==> src/rtl/uart_rx.sv <==
// rtl/uart_rx.sv - oversampling UART receiver, 8 data bits, optional parity, 1 stop bit
module uart_rx #(
    parameter int    CLK_FREQ   = 50000000,
    parameter int    BAUD_RATE  = 115200,
    parameter int    OS_RATE    = 16,
    parameter string PARITY_BIT = "none"
) (
    input  logic       CLK,
    input  logic       RST,
    input  logic       UART_RXD,
    output logic [7:0] DOUT,
    output logic       DOUT_VLD,
    output logic       FRAME_ERROR,
    output logic       PARITY_ERROR
);

    localparam int OS_CLK_DIV = (CLK_FREQ + (OS_RATE * BAUD_RATE) / 2) / (OS_RATE * BAUD_RATE);
    localparam int DIV_W      = (OS_CLK_DIV > 1) ? $clog2(OS_CLK_DIV) : 1;
    localparam int BIT_W      = $clog2(OS_RATE);
    localparam bit PAR_EN     = (PARITY_BIT != "none");
    localparam bit PAR_ODD    = (PARITY_BIT == "odd");

    typedef enum logic [2:0] {
        S_IDLE,
        S_START,
        S_DATA,
        S_PARITY,
        S_STOP
    } state_t;

    logic [1:0]       sync_q;
    logic             rxd_d_q;
    logic             rxd_s;
    logic             fall_edge;

    logic [DIV_W-1:0] os_cnt_q;
    logic             os_tick;
    logic [BIT_W-1:0] bit_cnt_q;
    logic             sample;

    state_t           state_q, state_d;
    logic [2:0]       idx_q, idx_d;
    logic [7:0]       shift_q, shift_d;
    logic             par_q, par_d;
    logic [7:0]       dout_q, dout_d;
    logic             vld_q, vld_d;
    logic             fe_q, fe_d;
    logic             pe_q, pe_d;
    logic             par_mismatch;

    assign rxd_s     = sync_q[1];
    assign fall_edge = rxd_d_q & ~rxd_s;

    always_ff @(posedge CLK) begin
        if (RST) begin
            sync_q  <= 2'b11;
            rxd_d_q <= 1'b1;
        end else begin
            sync_q  <= {sync_q[0], UART_RXD};
            rxd_d_q <= rxd_s;
        end
    end

    // Free-running divider: sample phase error stays within one os_tick.
    assign os_tick = (os_cnt_q == DIV_W'(OS_CLK_DIV - 1));

    always_ff @(posedge CLK) begin
        if (RST || os_tick) begin
            os_cnt_q <= '0;
        end else begin
            os_cnt_q <= os_cnt_q + 1'b1;
        end
    end

    always_ff @(posedge CLK) begin
        if (RST || state_q == S_IDLE) begin
            bit_cnt_q <= '0;
        end else if (os_tick) begin
            if (bit_cnt_q == BIT_W'(OS_RATE - 1)) begin
                bit_cnt_q <= '0;
            end else begin
                bit_cnt_q <= bit_cnt_q + 1'b1;
            end
        end
    end

    assign sample = os_tick && (bit_cnt_q == BIT_W'(OS_RATE / 2 - 1));

    always_comb begin
        par_mismatch = 1'b0;
        if (PAR_EN) begin
            par_mismatch = (^shift_q) ^ par_q ^ PAR_ODD;
        end
    end

    always_comb begin
        state_d = state_q;
        idx_d   = idx_q;
        shift_d = shift_q;
        par_d   = par_q;
        dout_d  = dout_q;
        vld_d   = 1'b0;
        fe_d    = 1'b0;
        pe_d    = 1'b0;
        case (state_q)
            S_IDLE: begin
                if (fall_edge) begin
                    state_d = S_START;
                end
            end
            S_START: begin
                if (sample) begin
                    if (!rxd_s) begin
                        state_d = S_DATA;
                        idx_d   = 3'd0;
                    end else begin
                        state_d = S_IDLE;
                    end
                end
            end
            S_DATA: begin
                if (sample) begin
                    shift_d[idx_q] = rxd_s;
                    idx_d          = idx_q + 3'd1;
                    if (idx_q == 3'd7) begin
                        state_d = PAR_EN ? S_PARITY : S_STOP;
                    end
                end
            end
            S_PARITY: begin
                if (sample) begin
                    par_d   = rxd_s;
                    state_d = S_STOP;
                end
            end
            S_STOP: begin
                // Leave at the stop-bit midpoint so a back-to-back start edge is not missed.
                if (sample) begin
                    state_d = S_IDLE;
                    dout_d  = shift_q;
                    vld_d   = 1'b1;
                    fe_d    = ~rxd_s;
                    pe_d    = par_mismatch;
                end
            end
            default: begin
                state_d = S_IDLE;
            end
        endcase
    end

    always_ff @(posedge CLK) begin
        if (RST) begin
            state_q <= S_IDLE;
            idx_q   <= '0;
            shift_q <= '0;
            par_q   <= 1'b0;
            dout_q  <= '0;
            vld_q   <= 1'b0;
            fe_q    <= 1'b0;
            pe_q    <= 1'b0;
        end else begin
            state_q <= state_d;
            idx_q   <= idx_d;
            shift_q <= shift_d;
            par_q   <= par_d;
            dout_q  <= dout_d;
            vld_q   <= vld_d;
            fe_q    <= fe_d;
            pe_q    <= pe_d;
        end
    end

    assign DOUT         = dout_q;
    assign DOUT_VLD     = vld_q;
    assign FRAME_ERROR  = fe_q;
    assign PARITY_ERROR = pe_q;

endmodule

==> config.mk <==
export PLATFORM = sky130hd
export DESIGN_NAME = uart_rx
export DESIGN_NICKNAME = d
export VERILOG_FILES = /design/src/rtl/uart_rx.sv
export SDC_FILE = /design/constraint.sdc
export NUM_CORES = 1
export LEC_CHECK = 0
export ABC_CLOCK_PERIOD_IN_PS = 3600
export BUFFER_PORTS_ARGS = -buffer_cell sky130_fd_sc_hd__buf_2
export CORE_MARGIN = 2
export CORE_UTILIZATION = 55
export CTS_CLUSTER_DIAMETER = 100
export DETAILED_ROUTE_END_ITERATION = 10
export PLACE_DENSITY_LB_ADDON = 0.2
export SYNTH_ARGS = -nofsm -noshare
export SYNTH_HDL_FRONTEND = slang
export SYNTH_SLANG_ARGS = --single-unit
==> constraint.sdc <==
create_clock -name CLK -period 3.6 [get_ports CLK]
set_clock_uncertainty 0.15 [all_clocks]
set_input_delay 0.36 -clock CLK [delete_from_list [all_inputs] [get_ports CLK]]
set_output_delay 0.36 -clock CLK [all_outputs]
set_load 0.01 [all_outputs]
==> results.sh, run 1 <==
export IMPL_outcome="finished, final reports clean"
export IMPL_dpl_cell_area_um2=1620
export IMPL_ff2ff_setup_slack_ns=1.67
export IMPL_start_util=0.574
export IMPL_fp_coreArea_um2=2730
export IMPL_cp_arrival_ns=2.01
export IMPL_yosysSeqAreaShare=0.459
export IMPL_required_ns=3.67
export IMPL_yosys_top_cells_area="dfxtp_1 (46%), mux2i_1 (11%), nand2_1 (6.0%)"
export IMPL_power_density_nw_per_um2=435
export IMPL_synthSimpleGateAreaFrac=0.255
export IMPL_hp_class="in -> reg"
export IMPL_final_area_um2=1710
export IMPL_nFillCells=235
export IMPL_cts_root_buf="clkbuf_4"
export IMPL_wire_per_inst_um=13.1
export IMPL_post_cts_buffers=0
export IMPL_dp_hpwl_um=2010
export IMPL_wl_met1_um=1280
export IMPL_port_buffers=12
export IMPL_ys_ff_latch=36
export IMPL_holdCritStartpoint="UART_RXD"
export IMPL_period_share=0.537
export IMPL_r2r_cells=6
export IMPL_post_place_ws_ns=1.70
export IMPL_cts_reportedPaths_clkPinSlew_ns=0.11
export IMPL_cp_start_kind="flip-flop"
export IMPL_syn_area_per_cell_um2=9.28
export IMPL_cp_top_family="simple AND/OR/NAND/NOR gates"
export IMPL_core_rowCount=19
export IMPL_grt_pass1_vias=1100
export IMPL_synth_top_cell_area_share=0.459
export IMPL_synthXorXnorAreaFrac=0.0223
export IMPL_period_needed_ns=1.93
export IMPL_first_iter_violations=32
export IMPL_wl_met3_um=87
export IMPL_place_inst=203
export IMPL_netlist_instances=169
export IMPL_grt_usage=0.188
export IMPL_yosys_area_top_type="dfxtp_1"
export IMPL_muxShareOfSynthArea=0.108
export IMPL_clk_latency_ns=0.34
export IMPL_ys_async_sr_fraction=0
export IMPL_hold_viol=0
export IMPL_synth_warnings=0
export IMPL_antenna_found_initial=0
export IMPL_vdd_drop_max_uv=547
export IMPL_num_antenna_cells=0
export IMPL_crit_slowest_cell="nand4_2"
export IMPL_syn_area_um2=1570
export IMPL_overflow=0
export IMPL_worstPathMaxFanout=8
export IMPL_path_cells="inv_1 -> ha_1 -> and4b_1 -> nand4_2 -> mux2i_1 -> nor2_1"
export IMPL_path_depth=6
export IMPL_synth_cell_types=38
export IMPL_max_freq_mhz=517
export IMPL_layout_drive_gt1_share=0.156
export IMPL_die_x_um=57.4
export IMPL_die_height_um=57.4
export IMPL_cap_viol_max_count=0
export IMPL_tns_ns=0
export IMPL_layout_cells_non_filler=211
export IMPL_synthFlopType="dfxtp_1"
export IMPL_setup_ws_ns=1.67
export IMPL_synth_adder_area_share=0.0399
export IMPL_cpPeakStageDelay_ns=0.38
export IMPL_detail_route_vias_per_cell=5.55
export IMPL_syn_to_final_growth_pct=9.01
export IMPL_drv_slew=0
export IMPL_setup_violations=0
export IMPL_ctsHoldBuffers=0
export IMPL_slew_headroom=0.656
export IMPL_ctsResizeCount=0
export IMPL_synth_top_family_by_area="simple AND/OR/NAND/NOR gates"
export IMPL_worstSetupPathType="reg -> reg"
export IMPL_vias=1170
export IMPL_synth_edf_count=0
export IMPL_tightest_slew_ns=0.512
export IMPL_dr_pass1_iters=4
export IMPL_die_area_um2=3300
export IMPL_cts_tree="done"
export IMPL_rsz0062_at_grt="false"
export IMPL_crit_buf_inv=1
export IMPL_synthesis_nets=177
export IMPL_cp_end_kind="flip-flop"
export IMPL_ant_nets=0
export IMPL_power_total_mw=0.744
export IMPL_hold_end="sync_q[0]"
export IMPL_cts_max_level=2
export IMPL_clkSinkCount=36
export IMPL_drt_drc_violations_left=0
export IMPL_gp_congestion=0.753
export IMPL_leakage_nw=0.815
export IMPL_topRoutingLayerUsed="met4"
export IMPL_io_pins=14
export IMPL_cts_buffers=5
export IMPL_holdPathStages=2
export IMPL_met2_length_um=1350
export IMPL_fin_hold_ws_ns=0.0611
export IMPL_clock_path_buffers=2
export IMPL_grt_pass1_wl_um=4640
export IMPL_rr_startpoint="os_cnt_q[0]"
export IMPL_grt_start_max_net_pins=19
export IMPL_drt_total_wl_um=2750
export IMPL_nets=187
export IMPL_synth_compound_area_frac=0.0718
export IMPL_r2r_end="DOUT[5]"
export IMPL_postLayoutCoreUtil=0.626
-- worst register-to-register path: cells and delay by family (launching register included) --
family	cells	cell delay, ns
simple gates	3	0.79
flops	1	0.35
mux	1	0.29
fa+ha+maj	1	0.17
buf+inv	1	0.06
-- cell usage in the layout (no fill, tap or decap), drive strengths merged, types with 2 or more instances in the layout --
| cell type | instances |
|---|---|
| a211o | 2 |
| a21oi | 9 |
| buf | 12 |
| clkbuf | 7 |
| dfxtp | 36 |
| ha | 5 |
| inv | 3 |
| mux2i | 17 |
| nand2 | 25 |
| nand3 | 10 |
| nand4 | 2 |
| nor2 | 20 |
| nor3 | 2 |
| nor3b | 5 |
| or2 | 3 |
| or3b | 2 |
| xor2 | 3 |
-- final cells by class --
type	count	area (um^2)	area share
inverter	3	11.3	0.00658
tap	31	38.8	0.0227
multi-input combinational	121	785	0.459
clock inverter	1	30.0	0.0176
timing repair buffer	12	60.1	0.0351
clock buffer	7	65.1	0.0380
sequential	36	721	0.421
-- routing by layer --
metal  global-route usage  vias up
li1                     -      601
met1                0.226      553
met2                0.292       12
met3               0.0612        4
met4                0.110        0
met5                    0        -
-- worst max path at each step --
stage	end	startpoint
final	DOUT[5]	os_cnt_q[0]
after global routing	DOUT[5]	os_cnt_q[0]
after CTS	DOUT[5]	os_cnt_q[0]
after detailed placement	DOUT[5]	os_cnt_q[0]
after global placement	DOUT[6]	os_cnt_q[0]
after floorplan	state_q[1]	idx_q[0]
-- cells by family (layout without fill, tap and decap cells) --
| kind of cell | Yosys count | in the layout |
|---|---|---|
| AOI/OAI and AO/OA | 17 | 17 |
| xor gates and xnor gates | 4 | 4 |
| adders and majority gates | 5 | 5 |
| buffers and inverters | 12 | 23 |
| DFF | 36 | 36 |
| muxes | 17 | 17 |
| other | 1 | 1 |
| and+or+nand+nor | 77 | 77 |
-- registers in the layout (all words and copies together) (netlist names) --
name	flops
sync_q	2
rxd_d_q	1
DOUT_VLD	1
bit_cnt_q	4
state_q	3
idx_q	3
FRAME_ERROR	1
os_cnt_q	5
DOUT	8
shift_q	8
-- cells in the mapped netlist (2+ instances only) --
master	number
dfxtp_1	36
nand2_1	25
nor2_1	20
mux2i_1	17
nand3_1	10
a21oi_1	9
ha_1	5
nor3b_1	4
clkbuf_1	3
inv_1	3
or2_2	3
xor2_1	3
a211o_1	2
buf_2	2
buf_4	2
nand4_2	2
nor3_1	2
-- where the power goes --
group,internal (mW),switching (mW)
combinational,0.00764,0.0135
clock,0.184,0.130
sequential,0.403,0.00499
Note: power is estimated with default switching activity, not from simulation.
==> run 2, diff against run 1 <==
Settings changed: ABC_CLOCK_PERIOD_IN_PS 3600 to 2000.
Clock period 3.6 ns to 2 ns, I/O delays scaled along.
==> run 2 against run 1 <==
Net effect: first-iteration DRC count shrank 6.3%; non-clock buffer count is 8 higher; sequential share of layout area fell by 1.2 points; maximum frequency up 6.9%; highest routed layer unchanged.
==> results.sh, run 2 (synthesis gave the netlist of run 1 again) <==
export IMPL_layout_commonest_cell="dfxtp_1"
export IMPL_cp_end_kind="flip-flop"
export IMPL_period_needed_ns=1.81
export IMPL_ff2ff_setup_slack_ns=0.19
export IMPL_vias=1220
export IMPL_cts_tree="done"
export IMPL_post_cts_buffers=0
export IMPL_die_height_um=57.4
export IMPL_ant_nets=0
export IMPL_clk_latency_ns=0.34
export IMPL_dr_pass1_iters=4
export IMPL_antenna_found_initial=0
export IMPL_cp_arrival_ns=1.94
export IMPL_p_int_mw=1.01
export IMPL_power_switching_mw=0.281
export IMPL_tightest_slew_ns=0.532
export IMPL_overflow=0
export IMPL_dp_hpwl_um=2130
export IMPL_grt_start_max_net_pins=13
export IMPL_drt_total_wl_um=2980
export IMPL_first_iter_violations=30
export IMPL_slew_headroom=0.642
export IMPL_max_freq_mhz=553
export IMPL_cts_reportedPaths_clkPinSlew_ns=0.11
export IMPL_cap_viol_max_count=0
export IMPL_nFillCells=227
export IMPL_sequentialPowerShare=0.570
export IMPL_switching_share=0.218
export IMPL_drt_drc_violations_left=0
export IMPL_fp_coreArea_um2=2730
export IMPL_clkSinkCount=36
export IMPL_leakage_nw=0.842
export IMPL_grt_usage=0.210
export IMPL_period_share=0.904
export IMPL_syn_to_final_growth_pct=12.1
export IMPL_grt_pass1_wl_um=5290
export IMPL_clock_path_buffers=2
export IMPL_grt_pass1_vias=1217
export IMPL_power_density_nw_per_um2=732
export IMPL_nets=195
export IMPL_setup_violations=0
export IMPL_layout_drive_gt1_share=0.170
export IMPL_pwr_share_clk=0.394
export IMPL_worstSetupPathType="reg -> reg"
export IMPL_gp_congestion=0.822
export IMPL_cp_start_kind="flip-flop"
export IMPL_io_pins=14
export IMPL_hold_viol=0
export IMPL_die_area_um2=3300
export IMPL_outcome="finished, final reports clean"
export IMPL_start_util=0.574
export IMPL_drv_slew=0
export IMPL_wire_per_inst_um=13.6
export IMPL_hp_class="reg -> reg"
export IMPL_detail_route_vias_per_cell=5.57
export IMPL_cts_buffers=5
export IMPL_tns_ns=0
export IMPL_rsz0062_at_grt="false"
export IMPL_die_x_um=57.4
export IMPL_cts_max_level=2
export IMPL_port_buffers=12
export IMPL_num_antenna_cells=0
export IMPL_p_comb_frac=0.036
export IMPL_cts_root_buf="clkbuf_4"
export IMPL_fin_hold_ws_ns=0.286
export IMPL_worstPathMaxFanout=5
export IMPL_core_rowCount=19
export IMPL_required_ns=2.14
export IMPL_layout_common_cells="dfxtp_1 (36), nand2_1 (25), nor2_1 (20), mux2i_1 (17), buf_2 (12)"
export IMPL_vdd_drop_max_uv=723
-- run 2: changes by cell type in the layout (fill, tap and decap cells not counted) --
cell	change
clkinv_2	+1
buf_4	+5
dlygate4sd3_1	+3
clkbuf_1	+1
clkbuf_8	-2
-- run 2: final timing paths --
path               startpoint          to  cells past startpoint
setup / recovery  os_cnt_q[0]  state_q[2]                      6
hold / removal      sync_q[0]   sync_q[1]                      1
setup reg to reg  os_cnt_q[0]  state_q[2]                      6
hold reg to reg     sync_q[0]   sync_q[1]                      1
-- run 2: worst max-delay path: stages (launching register included) --
cell and delay (ns):
dfxtp_1 0.35, inv_1 0.07, ha_1 0.19, and4b_1 0.34, nand4_2 0.20, a211o_1 0.34
a21oi_1 0.13
-- run 2: what timing repair did --
item                       4_1_cts  5_1_grt
hold endpoints to repair         4        0
gates resized for setup          0        0
hold buffers                     3        0
setup endpoints to repair        0        0
-- run 2: power by group through the flow --
stage / logic [mW] / clock network, mW / registers (mW)
2_1_floorplan: 0.0361 / 0 / 0.747
3_3_place_gp: 0.0388 / 0 / 0.750
3_5_place_dp: 0.0414 / 0 / 0.751
4_1_cts: 0.0470 / 0.514 / 0.735
5_1_grt: 0.0517 / 0.531 / 0.737
6_report: 0.0458 / 0.507 / 0.735
-- run 2: layer usage --
metal | vias to the layer above | track usage | routed length [um]
li1 | 616 | - | -
met1 | 579 | 0.251 | 1350
met2 | 18 | 0.347 | 1460
met3 | 7 | 0.0476 | 100
met4 | 0 | 0.116 | 61
met5 | - | 0 | 0
-- run 2: final cells by class --
type                    count  area [um^2]  area share
clock buffers               6         41.3      0.0235
flip-flops and latches     36          721       0.410
clock inverters             2         35.0      0.0199
inverters                   3         11.3     0.00640
multi-input cells         121          785       0.446
repair buffers             20          128      0.0725
well taps                  31         38.8      0.0220
-- run 2: stage by stage --
stage	power, mW	cell area, um^2	worst slack, ns	instances	utilization
4_1_cts	1.30	1760	0.180	219	0.643
6_report	1.29	1760	0.192	219	0.643
5_1_grt	1.32	1760	0.0162	219	0.643
3_5_place_dp	0.792	1650	0.217	208	0.605
2_1_floorplan	0.783	1570	0.329	169	-
3_3_place_gp	0.789	1650	0.262	208	0.605
==> run 3, diff against run 2 <==
Settings changed: CORE_MARGIN 2 to 1, CORE_UTILIZATION 55 to 57.
==> run 3 against run 2 <==
Net effect: sequential share of layout area is 1.0 points higher; global-route usage is 0.63 points higher; clock-buffer cell count is 1 higher; flip-flop and latch count stayed put; final area is 2.4% lower; register-to-register slack better by 0.03 ns; worst setup slack better by 0.026 ns; sequential power hardly changed; via count is 3.0% lower; largest cell class unchanged.
==> results.sh, run 3 (synthesis gave the netlist of run 1 again) <==
export IMPL_worstPathMaxFanout=5
export IMPL_clock_path_buffers=2
export IMPL_syn_to_final_growth_pct=9.41
export IMPL_fp_coreArea_um2=2540
export IMPL_rsz0062_at_grt="false"
export IMPL_grt_usage=0.216
export IMPL_cp_arrival_ns=1.90
export IMPL_tns_ns=0
export IMPL_grt_pass1_wl_um=4330
export IMPL_detail_route_vias_per_cell=5.51
export IMPL_grtUsageMet2=0.348
export IMPL_tightest_slew_ns=0.523
export IMPL_sequentialPowerShare=0.625
export IMPL_grt_use_met1=0.251
export IMPL_port_buffers=12
export IMPL_grt_most_used_layer="met2"
export IMPL_leakage_nw=0.819
export IMPL_slew_headroom=0.649
export IMPL_p_int_mw=0.913
export IMPL_power_density_nw_per_um2=685
export IMPL_layout_drive_gt1_share=0.168
export IMPL_dr_pass1_iters=4
export IMPL_gr_usage_met3=0.0833
export IMPL_ant_nets=0
export IMPL_vdd_drop_max_uv=674
export IMPL_outcome="finished, final reports clean"
export IMPL_cts_reportedPaths_clkPinSlew_ns=0.10
export IMPL_drv_slew=0
export IMPL_overflow=0
export IMPL_layout_common_cells="dfxtp_1 (36), nand2_1 (25), nor2_1 (20), mux2i_1 (17), buf_2 (12)"
export IMPL_fin_hold_ws_ns=0.111
export IMPL_worstSetupPathType="reg -> reg"
export IMPL_required_ns=2.12
export IMPL_hold_viol=0
export IMPL_wire_per_inst_um=12.8
export IMPL_cap_viol_max_count=0
export IMPL_hp_class="in -> reg"
export IMPL_max_freq_mhz=561
export IMPL_cp_start_kind="flip-flop"
export IMPL_die_area_um2=2970
export IMPL_cp_end_kind="flip-flop"
export IMPL_dp_hpwl_um=1920
export IMPL_core_rowCount=18
export IMPL_switching_share=0.223
export IMPL_drt_total_wl_um=2750
export IMPL_start_util=0.617
export IMPL_cts_max_level=2
export IMPL_clkSinkCount=36
export IMPL_drt_drc_violations_left=0
export IMPL_post_cts_buffers=0
export IMPL_vias=1184
export IMPL_power_switching_mw=0.262
export IMPL_period_needed_ns=1.78
export IMPL_dpl_cell_area_um2=1640
export IMPL_grt_start_max_net_pins=18
export IMPL_first_iter_violations=18
export IMPL_die_height_um=54.5
export IMPL_nets=192
export IMPL_final_area_um2=1720
export IMPL_p_comb_frac=0.035
export IMPL_die_x_um=54.5
export IMPL_setup_violations=0
export IMPL_gp_congestion=0.803
export IMPL_clk_latency_ns=0.34
export IMPL_num_antenna_cells=0
export IMPL_grt_pass1_vias=984
export IMPL_cts_tree="done"
export IMPL_antenna_found_initial=0
export IMPL_period_share=0.891
export IMPL_cts_buffers=5
export IMPL_io_pins=14
export IMPL_pwr_share_clk=0.341
export IMPL_layout_commonest_cell="dfxtp_1"
export IMPL_cts_root_buf="clkbuf_4"
## run 3: cell types whose count changed in the layout (fill, tap and decap cells not counted)
cell           before  now
dlygate4sd3_1       3    1
buf_4               5    4
bufinv_16           1    0
clkbuf_8            0    1
clkinv_2            1    0
clkinvlp_4          0    1
## run 3: area by class of cell
| type | instances | area, um^2 |
|---|---|---|
| fill | 221 | 828 |
| multi-input combinational | 121 | 785 |
| sequential | 36 | 721 |
| timing repair buffer | 17 | 100 |
| clock buffer | 7 | 55.1 |
| tap | 30 | 37.5 |
| inverter | 3 | 11.3 |
| clock inverter | 1 | 7.51 |
## run 3: path summary, 6_finish.rpt
| check | from | endpoint | slack (ns) | cells after the start |
|---|---|---|---|---|
| max | bit_cnt_q[0] | state_q[2] | 0.22 | 5 |
| min | RST | idx_q[1] | 0.11 | 3 |
| max reg2reg | bit_cnt_q[0] | state_q[2] | 0.22 | 5 |
| min reg2reg | sync_q[0] | sync_q[1] | 0.29 | 1 |
## run 3: timing repair
| item | CTS | global route |
|---|---|---|
| hold endpoints to repair | 1 | 0 |
| hold buffers | 1 | 0 |
| gates resized for setup | 0 | 0 |
## run 3: power by group through the flow
stage,registers [mW],clock network [mW],logic (mW)
6_report,0.734,0.400,0.0411
5_1_grt,0.736,0.450,0.0472
4_1_cts,0.735,0.418,0.0423
3_5_place_dp,0.751,0,0.0403
3_3_place_gp,0.750,0,0.0388
2_1_floorplan,0.747,0,0.0361
## run 3: routing by layer
layer,vias to the layer above,wire length (um)
met5,-,0
met4,0,53
met3,5,88
met2,16,1320
met1,554,1290
li1,609,-
## run 3: stage by stage
step / setup WS [ns] / util / power [mW] / cells
after global placement: 0.279 / 0.646 / 0.789 / 206
after floorplan: 0.329 / - / 0.783 / 169
after CTS: 0.219 / 0.675 / 1.19 / 215
after global routing: 0.0828 / 0.675 / 1.23 / 215
final: 0.218 / 0.675 / 1.18 / 215
after detailed placement: 0.248 / 0.646 / 0.791 / 206
## run 3: critical path: stages (launching register included)
cell	delay [ns]
dfxtp_1	0.41
ha_1	0.27
nor2b_1	0.24
nand4_2	0.19
a211o_1	0.33
a21oi_1	0.13
